===== src/rtl/secded_codec.sv =====
// secded_codec: two-stage pipelined Hamming SECDED encoder/decoder with saturating decode statistics
// Ports: clk/reset (async, active-high); in_valid/in_ready/in_enc/in_data beat input (in_enc=1 encodes);
// out_valid/out_ready/out_data/out_stat result (stat 00 clean, 01 corrected, 10 double);
// cnt_clr clears cnt_clean/cnt_single/cnt_double, which count decode outcomes on output handshakes.
module secded_codec #(
    parameter int DATA_W = 11,
    parameter int PAR_W  = 4,
    parameter int CNT_W  = 8,
    localparam int CODE_W = 1 << PAR_W
) (
    input  logic              clk,
    input  logic              reset,
    input  logic              in_valid,
    output logic              in_ready,
    input  logic              in_enc,
    input  logic [CODE_W-1:0] in_data,
    output logic              out_valid,
    input  logic              out_ready,
    output logic [CODE_W-1:0] out_data,
    output logic [1:0]        out_stat,
    input  logic              cnt_clr,
    output logic [CNT_W-1:0]  cnt_clean,
    output logic [CNT_W-1:0]  cnt_single,
    output logic [CNT_W-1:0]  cnt_double
);
    // Data bits occupy every non-power-of-two position >= 3, ascending.
    function automatic logic [CODE_W-1:0] scatter(input logic [DATA_W-1:0] d);
        int j;
        scatter = '0;
        j = 0;
        for (int i = 1; i < CODE_W; i++)
            if ((i & (i - 1)) != 0) begin
                scatter[i] = d[j];
                j++;
            end
    endfunction

    function automatic logic [DATA_W-1:0] gather(input logic [CODE_W-1:0] cw);
        int j;
        gather = '0;
        j = 0;
        for (int i = 1; i < CODE_W; i++)
            if ((i & (i - 1)) != 0) begin
                gather[j] = cw[i];
                j++;
            end
    endfunction

    function automatic logic [PAR_W-1:0] syndrome(input logic [CODE_W-1:0] cw);
        syndrome = '0;
        for (int i = 1; i < CODE_W; i++)
            if (cw[i]) syndrome ^= PAR_W'(i);
    endfunction

    logic              s1_v, s1_enc, s1_p, s2_v, s2_enc;
    logic [PAR_W-1:0]  s1_s;
    logic [CODE_W-1:0] s1_cw, s2_data, in_cw, enc_cw, fix_cw, dec_out;
    logic [1:0]        s2_stat, dec_stat;
    logic              s1_adv, s2_adv, hs_dec;

    assign s2_adv    = !s2_v || out_ready;
    assign s1_adv    = !s1_v || s2_adv;
    assign in_ready  = s1_adv;
    assign out_valid = s2_v;
    assign out_data  = s2_data;
    assign out_stat  = s2_stat;
    assign hs_dec    = s2_v && out_ready && !s2_enc;

    // For encode, S1 holds the data-only codeword, so its syndrome is exactly the
    // parity-bit vector and its XOR is the parity of the data bits.
    assign in_cw = in_enc ? scatter(in_data[DATA_W-1:0]) : in_data;

    always_comb begin
        enc_cw = s1_cw;
        for (int k = 0; k < PAR_W; k++) enc_cw[1 << k] = s1_s[k];
        enc_cw[0] = s1_p ^ (^s1_s);
    end

    // P=1 flips bit s (s=0 targets the overall parity bit); P=0 leaves the word raw.
    assign fix_cw   = s1_cw ^ (s1_p ? CODE_W'(1) << s1_s : '0);
    assign dec_stat = s1_p ? 2'b01 : (s1_s != '0 ? 2'b10 : 2'b00);
    assign dec_out  = CODE_W'(gather(fix_cw)) | {dec_stat, {(CODE_W-2){1'b0}}};

    always_ff @(posedge clk or posedge reset) begin
        if (reset) begin
            s1_v       <= 1'b0;
            s1_enc     <= 1'b0;
            s1_p       <= 1'b0;
            s1_s       <= '0;
            s1_cw      <= '0;
            s2_v       <= 1'b0;
            s2_enc     <= 1'b0;
            s2_data    <= '0;
            s2_stat    <= 2'b00;
            cnt_clean  <= '0;
            cnt_single <= '0;
            cnt_double <= '0;
        end else begin
            if (s1_adv) begin
                s1_v <= in_valid;
                if (in_valid) begin
                    s1_enc <= in_enc;
                    s1_cw  <= in_cw;
                    s1_s   <= syndrome(in_cw);
                    s1_p   <= ^in_cw;
                end
            end
            if (s2_adv) begin
                s2_v <= s1_v;
                if (s1_v) begin
                    s2_enc  <= s1_enc;
                    s2_data <= s1_enc ? enc_cw : dec_out;
                    s2_stat <= s1_enc ? 2'b00 : dec_stat;
                end
            end
            cnt_clean  <= cnt_clr ? '0 : cnt_clean  + CNT_W'(hs_dec && s2_stat == 2'b00 && cnt_clean  != '1);
            cnt_single <= cnt_clr ? '0 : cnt_single + CNT_W'(hs_dec && s2_stat == 2'b01 && cnt_single != '1);
            cnt_double <= cnt_clr ? '0 : cnt_double + CNT_W'(hs_dec && s2_stat == 2'b10 && cnt_double != '1);
        end
    end
endmodule

===== config.mk =====
export PLATFORM = sky130hd
export DESIGN_NAME = secded_codec
export DESIGN_NICKNAME = d
export VERILOG_FILES = /design/src/rtl/secded_codec.sv
export SDC_FILE = /design/constraint.sdc
export NUM_CORES = 1
export LEC_CHECK = 0
export ABC_AREA = 1
export CAP_MARGIN = 10
export CORE_ASPECT_RATIO = 2
export CORE_UTILIZATION = 35
export CTS_CLUSTER_DIAMETER = 30
export DETAILED_ROUTE_END_ITERATION = 7
export PLACE_DENSITY = 0.59
export SLEW_MARGIN = 20
export SYNTH_ARGS = -nofsm -noshare
export SYNTH_HDL_FRONTEND = slang
export SYNTH_SLANG_ARGS = --single-unit

===== constraint.sdc =====
create_clock -name clk -period 2.5 [get_ports clk]
set_input_delay 0.25 -clock clk [delete_from_list [all_inputs] [get_ports clk]]
set_output_delay 0.25 -clock clk [all_outputs]
set_load 0.02 [all_outputs]

* Word-level counts from Yosys, hierarchy flattened *
Index checks and enable logic that the tools add are counted.

storage, ports and cells
  register bits = 67
  bits in latches = 0
  RAM bits = 0
  memory bits (read-only) = 0
  output and inout port bits = 44
  logic and storage cells = 109
  memories kept = 0

operators by class
  add/sub/neg operators = 3
  $mul = 0
  divide/modulo/power cells = 0
  order comparisons = 0
  equal/unequal tests = 5
  shifts and indexed selects = 1
  mux-type cells = 52
  bitwise logic cells = 17
  reduce and logical (&&, ||, !) cells = 19

operators by type and width
  kind                                               number
  2-to-1 mux 4 bit                                   36
  2-to-1 mux 16 bit                                  3
  adder 8 x 1 -> 8 bit                               3
  2-to-1 mux 8 bit                                   3
  inequality test 8 bit (second input constant)      3
  bitwise OR 11 x 16 -> 16 bit                       1
  XOR reduction 16 bit                               1
  left shift 1 x 4 -> 16 bit (first input constant)  1
  XOR 16 bit                                         1
  2-to-1 mux 3 bit                                   4
  NOT 2 bit                                          6
  NOT 3 bit                                          4
  2-to-1 mux 2 bit                                   5
  logical AND 1 bit                                  8
  NOT 4 bit                                          1
  AND reduction 2 bit                                2
  nonzero test 4 bit                                 1
  XOR reduction 4 bit                                1
  logical NOT 1 bit                                  3
  NOT 1 bit                                          3
  == test 2 x 1 -> 1 bit (second input constant)     1
  == test 2 bit (second input constant)              1
  logical NOT 2 bit                                  1
  logical OR 1 bit                                   2
  2 further kinds                                    2

* Longest topological paths before layout *
  depth after elaboration = 58
  gate-level depth with buffers = 13
  depth with buffers taken out = 12

* Worst setup path before layout *
OpenSTA, ideal clock, no wires.

  path kind = register -> register
  start point = reg cnt_double[2]
  end point = reg cnt_double[6]
  setup time = 0.136 ns
  arrival time = 1.750 ns
  path slack = 0.614 ns
  stages on the path, launching flop included = 12
  path through = dfrtp_1 -> nand2_1 -> nor2_1 -> nand2_1 -> o2111ai_1 -> inv_1 -> ha_1 -> ha_1 -> inv_1 -> nor3_1 -> a21oi_1 -> nor3_1

on the way
  cells in the longest elaborated chain, start to end = 4

ends and longest elaborated chain
  element                 line  RTL
  start, declared         24    output logic [CNT_W-1:0] cnt_double
  start signal, assigned  118   cnt_double <= cnt_clr ? '0 : cnt_double + CNT_W'(hs_dec && s2_stat == 2'b10 && cnt_double != '1);
  inequality test 8 bit   118
  logical AND 1 bit       118
  adder 8 x 1 -> 8 bit *  118
  2-to-1 mux 8 bit *      118

Mark *: on every way between the ends. The rest lies on a longest branch, timed or not.
A chain may end at the register's enable or synchronous reset.

* Final worst setup path *
Ends and elaborated chain as after synthesis.

==> impl_metrics.tcl <==
set metrics [dict create \
    status "finished clean" \
    worst_pin_slew_ns 0.574 \
    grt_max_degree 63 \
    yosys.area_share.simple_pct 31.5 \
    numPortBuffers 65 \
    syn_area_um2 3780 \
    synth_xor_area_share_pct 6.35 \
    final_util_pct 46.8 \
    cp_max_fo 4 \
    fin_hold_ws_ns 0.307 \
    post_cts_buffers 0 \
    num_rows 53 \
    vias_per_cell 4.78 \
    synth_edf_count 0 \
    slew_viol_final 0 \
    cts_tree "built" \
    area_delta_synth_final_pct 29.8 \
    power_density_nw_per_um2 764 \
    cp.arrival_ns 2.11 \
    layout-drive-gt1-share_pct 7.06 \
    die_y_um 149 \
    cts.root.buffer_cell "clkbuf_16" \
    synth_nets 554 \
    synthAdderAreaFrac_pct 3.64 \
    rr_worst_depth 11 \
    cts.sinks 62 \
    yosysSeqAreaShare_pct 41.0 \
    syn_area_per_cell_um2 7.26 \
    dieArea_um2 11200 \
    ys_types 30 \
    clk_latency_ns 0.33 \
    hpwl_um 7340 \
    critPathLaunchType "flop" \
    cp.required_ns 2.70 \
    htree_num_levels 3 \
    rsz0062_at_grt "no" \
    final_net_count 623 \
    firstDrtPassIters 4 \
    yosys_most_used_dff "dfrtp_1" \
    peakVddDrop_mv 0.333 \
    antenna-diode-count 0 \
    grt_pass1_vias 3439 \
    gp_congestion 0.879 \
    drv_cap 0 \
    hold_path_class "in2async" \
    setup_viol 0 \
    cp-end-kind "flop" \
    yosys.area.top_type "dfrtp_1" \
    yosysTopAreaCellShare_pct 41.0 \
    ys_async_sr_fraction_pct 100 \
    grt_pass1_wl_um 15000 \
    clk_pin_slew_ns 0.05 \
    crit_path_max_incr_delay_ns 0.39 \
    muxShareOfSynthArea_pct 0 \
    grt_use_total_pct 17.7 \
    core_um2 10500 \
    numCtsBuffers 9 \
    finClkSkew_ns 0.00785 \
    synth_common_cells "nand2_1 (184), dfrtp_1 (62), inv_1 (62)" \
    synthCells 521 \
    ctsLongestPathBuffers 2 \
    ant_nets 0 \
    fmax_mhz 523 \
    ctsResizeCount 0 \
    drt_wl_total_um 9090 \
    crit_type "reg2reg" \
    wl_per_cell_um 12.4 \
    p_leak_uw 0.00244 \
    yosysWarnings 0 \
    total_power_uw 3750 \
    ys_ff_latch 62 \
    fin_cells 732 \
    hold_buffers 0 \
    drc 0 \
    overflow 0 \
    antenna_found_initial 0 \
    io_pins 66 \
    drtIter0Drc 114 \
    fin_crit_ns 1.91 \
    yosysMostFrequentCell "nand2_1" \
    synth_compound_area_share_pct 8.87 \
    relSlewSlack_pct 61.7 \
    cp_cell_sequence "nand2_1 > nor2_1 > nand2_1 > o2111ai_1 > inv_1 > ha_1 > ha_1 > inv_1 > nor3_1 > a21oi_1 > nor3_1" \
    num_vias 3497 \
    ys_top_cells_by_area "dfrtp_1 (41%), nand2_1 (18%), inv_1 (6.2%)" \
    hold_violations 0 \
    tns_ns 0 \
    synth_top_family_by_area "simple AND/OR/NAND/NOR gates" \
    worst_path_max_delay_cell "dfrtp_1" \
    placed_cells 716 \
    start_util_pct 36.1 \
    min_period_over_period_pct 76.4 \
    die_x_um 75.5 \
]
==> power by group <==
group | internal, uW | switching, uW | total (uW)
Sequential | 1180 | 149 | 1330
Clock | 895 | 413 | 1310
Combinational | 472 | 641 | 1110
==> worst max-delay path: cells and delay by family, from the launching register on <==
family                   cells  cell delay [ns]
AND/OR/NAND/NOR              5             0.51
buffers and inverters        2             0.15
adder cells (fa/ha/maj)      2             0.44
AO/OA/AOI/OAI                2             0.30
flip-flops                   1             0.39
==> registers in the layout (all words and copies together) (netlist names) <==
signal,cells
cnt_double,8
s1_v,1
s2_enc,1
s1_cw,11
cnt_single,8
s1_enc,1
out_stat,2
out_data,16
cnt_clean,8
s1_s,4
s1_p,1
out_valid,1
==> routing by layer <==
metal / vias up / global-route usage [%] / routed length, um
met5: - / 0 / 0
met4: 0 / 10.3 / 454
met3: 24 / 2.97 / 338
met2: 85 / 33.7 / 5110
met1: 1603 / 16.7 / 3190
li1: 1785 / - / -
==> layout by cell type, fill, tap and decap left out <==
cell | netlist | routed
a21oi_1 | 15 | 15
a31oi_1 | 4 | 4
and3_1 | 1 | 1
buf_12 | 0 | 1
buf_4 | 3 | 7
bufinv_16 | 0 | 2
clkbuf_1 | 8 | 2
clkbuf_16 | 0 | 9
clkbuf_8 | 0 | 1
clkdlybuf4s50_1 | 0 | 65
clkinv_1 | 1 | 1
clkinv_2 | 0 | 2
dfrtp_1 | 62 | 62
ha_1 | 11 | 11
inv_1 | 62 | 61
inv_2 | 1 | 2
nand2_1 | 184 | 184
nand2_2 | 14 | 14
nand3_1 | 30 | 30
nand4_1 | 5 | 5
nor2_1 | 31 | 31
nor3_1 | 13 | 13
nor3b_1 | 6 | 6
o2111ai_1 | 3 | 3
o211ai_1 | 3 | 3
o21a_1 | 1 | 1
o21ai_0 | 32 | 32
o21ai_1 | 2 | 2
o221ai_1 | 1 | 1
xnor2_1 | 8 | 8
xnor2_2 | 2 | 2
xor2_1 | 12 | 12
xor2_2 | 2 | 2
==> layout make-up <==
type                    instances  area (um^2)
clock buffers                  12          246
clock inverters                 4         70.1
fillers                      1101         5570
inverters                      64          240
multi-input cells             380         1910
flip-flops and latches         62         1550
well taps                     137          171
repair buffers                 73          723
==> cells by family (layout without fill, tap and decap cells) <==
family                     after synthesis  in the layout
AOI/OAI and AO/OA                       61             61
xor gates and xnor gates                24             24
adders and majority gates               11             11
buffers and inverters                   79            153
DFF                                     62             62
and+or+nand+nor                        284            284
==> worst paths after layout <==
check	startpoint	endpoint	slack [ns]
max	cnt_double[2]	cnt_double[6]	0.59
min	reset	cnt_single[3]	0.31
max reg2reg	cnt_double[2]	cnt_double[6]	0.59
min reg2reg	out_data[10]	out_data[10]	0.48
max in group asynchronous	reset	s1_v	1.91
min in group clk	out_data[10]	out_data[10]	0.48
==> through the flow <==
step	setup WS [ns]	area, um^2
final	0.589	4910
after global routing	0.324	4910
after CTS	0.556	4910
after detailed placement	0.254	4590
after global placement	0.372	4590
after floorplan	0.614	3780
Note: power is estimated with default switching activity, not from simulation.
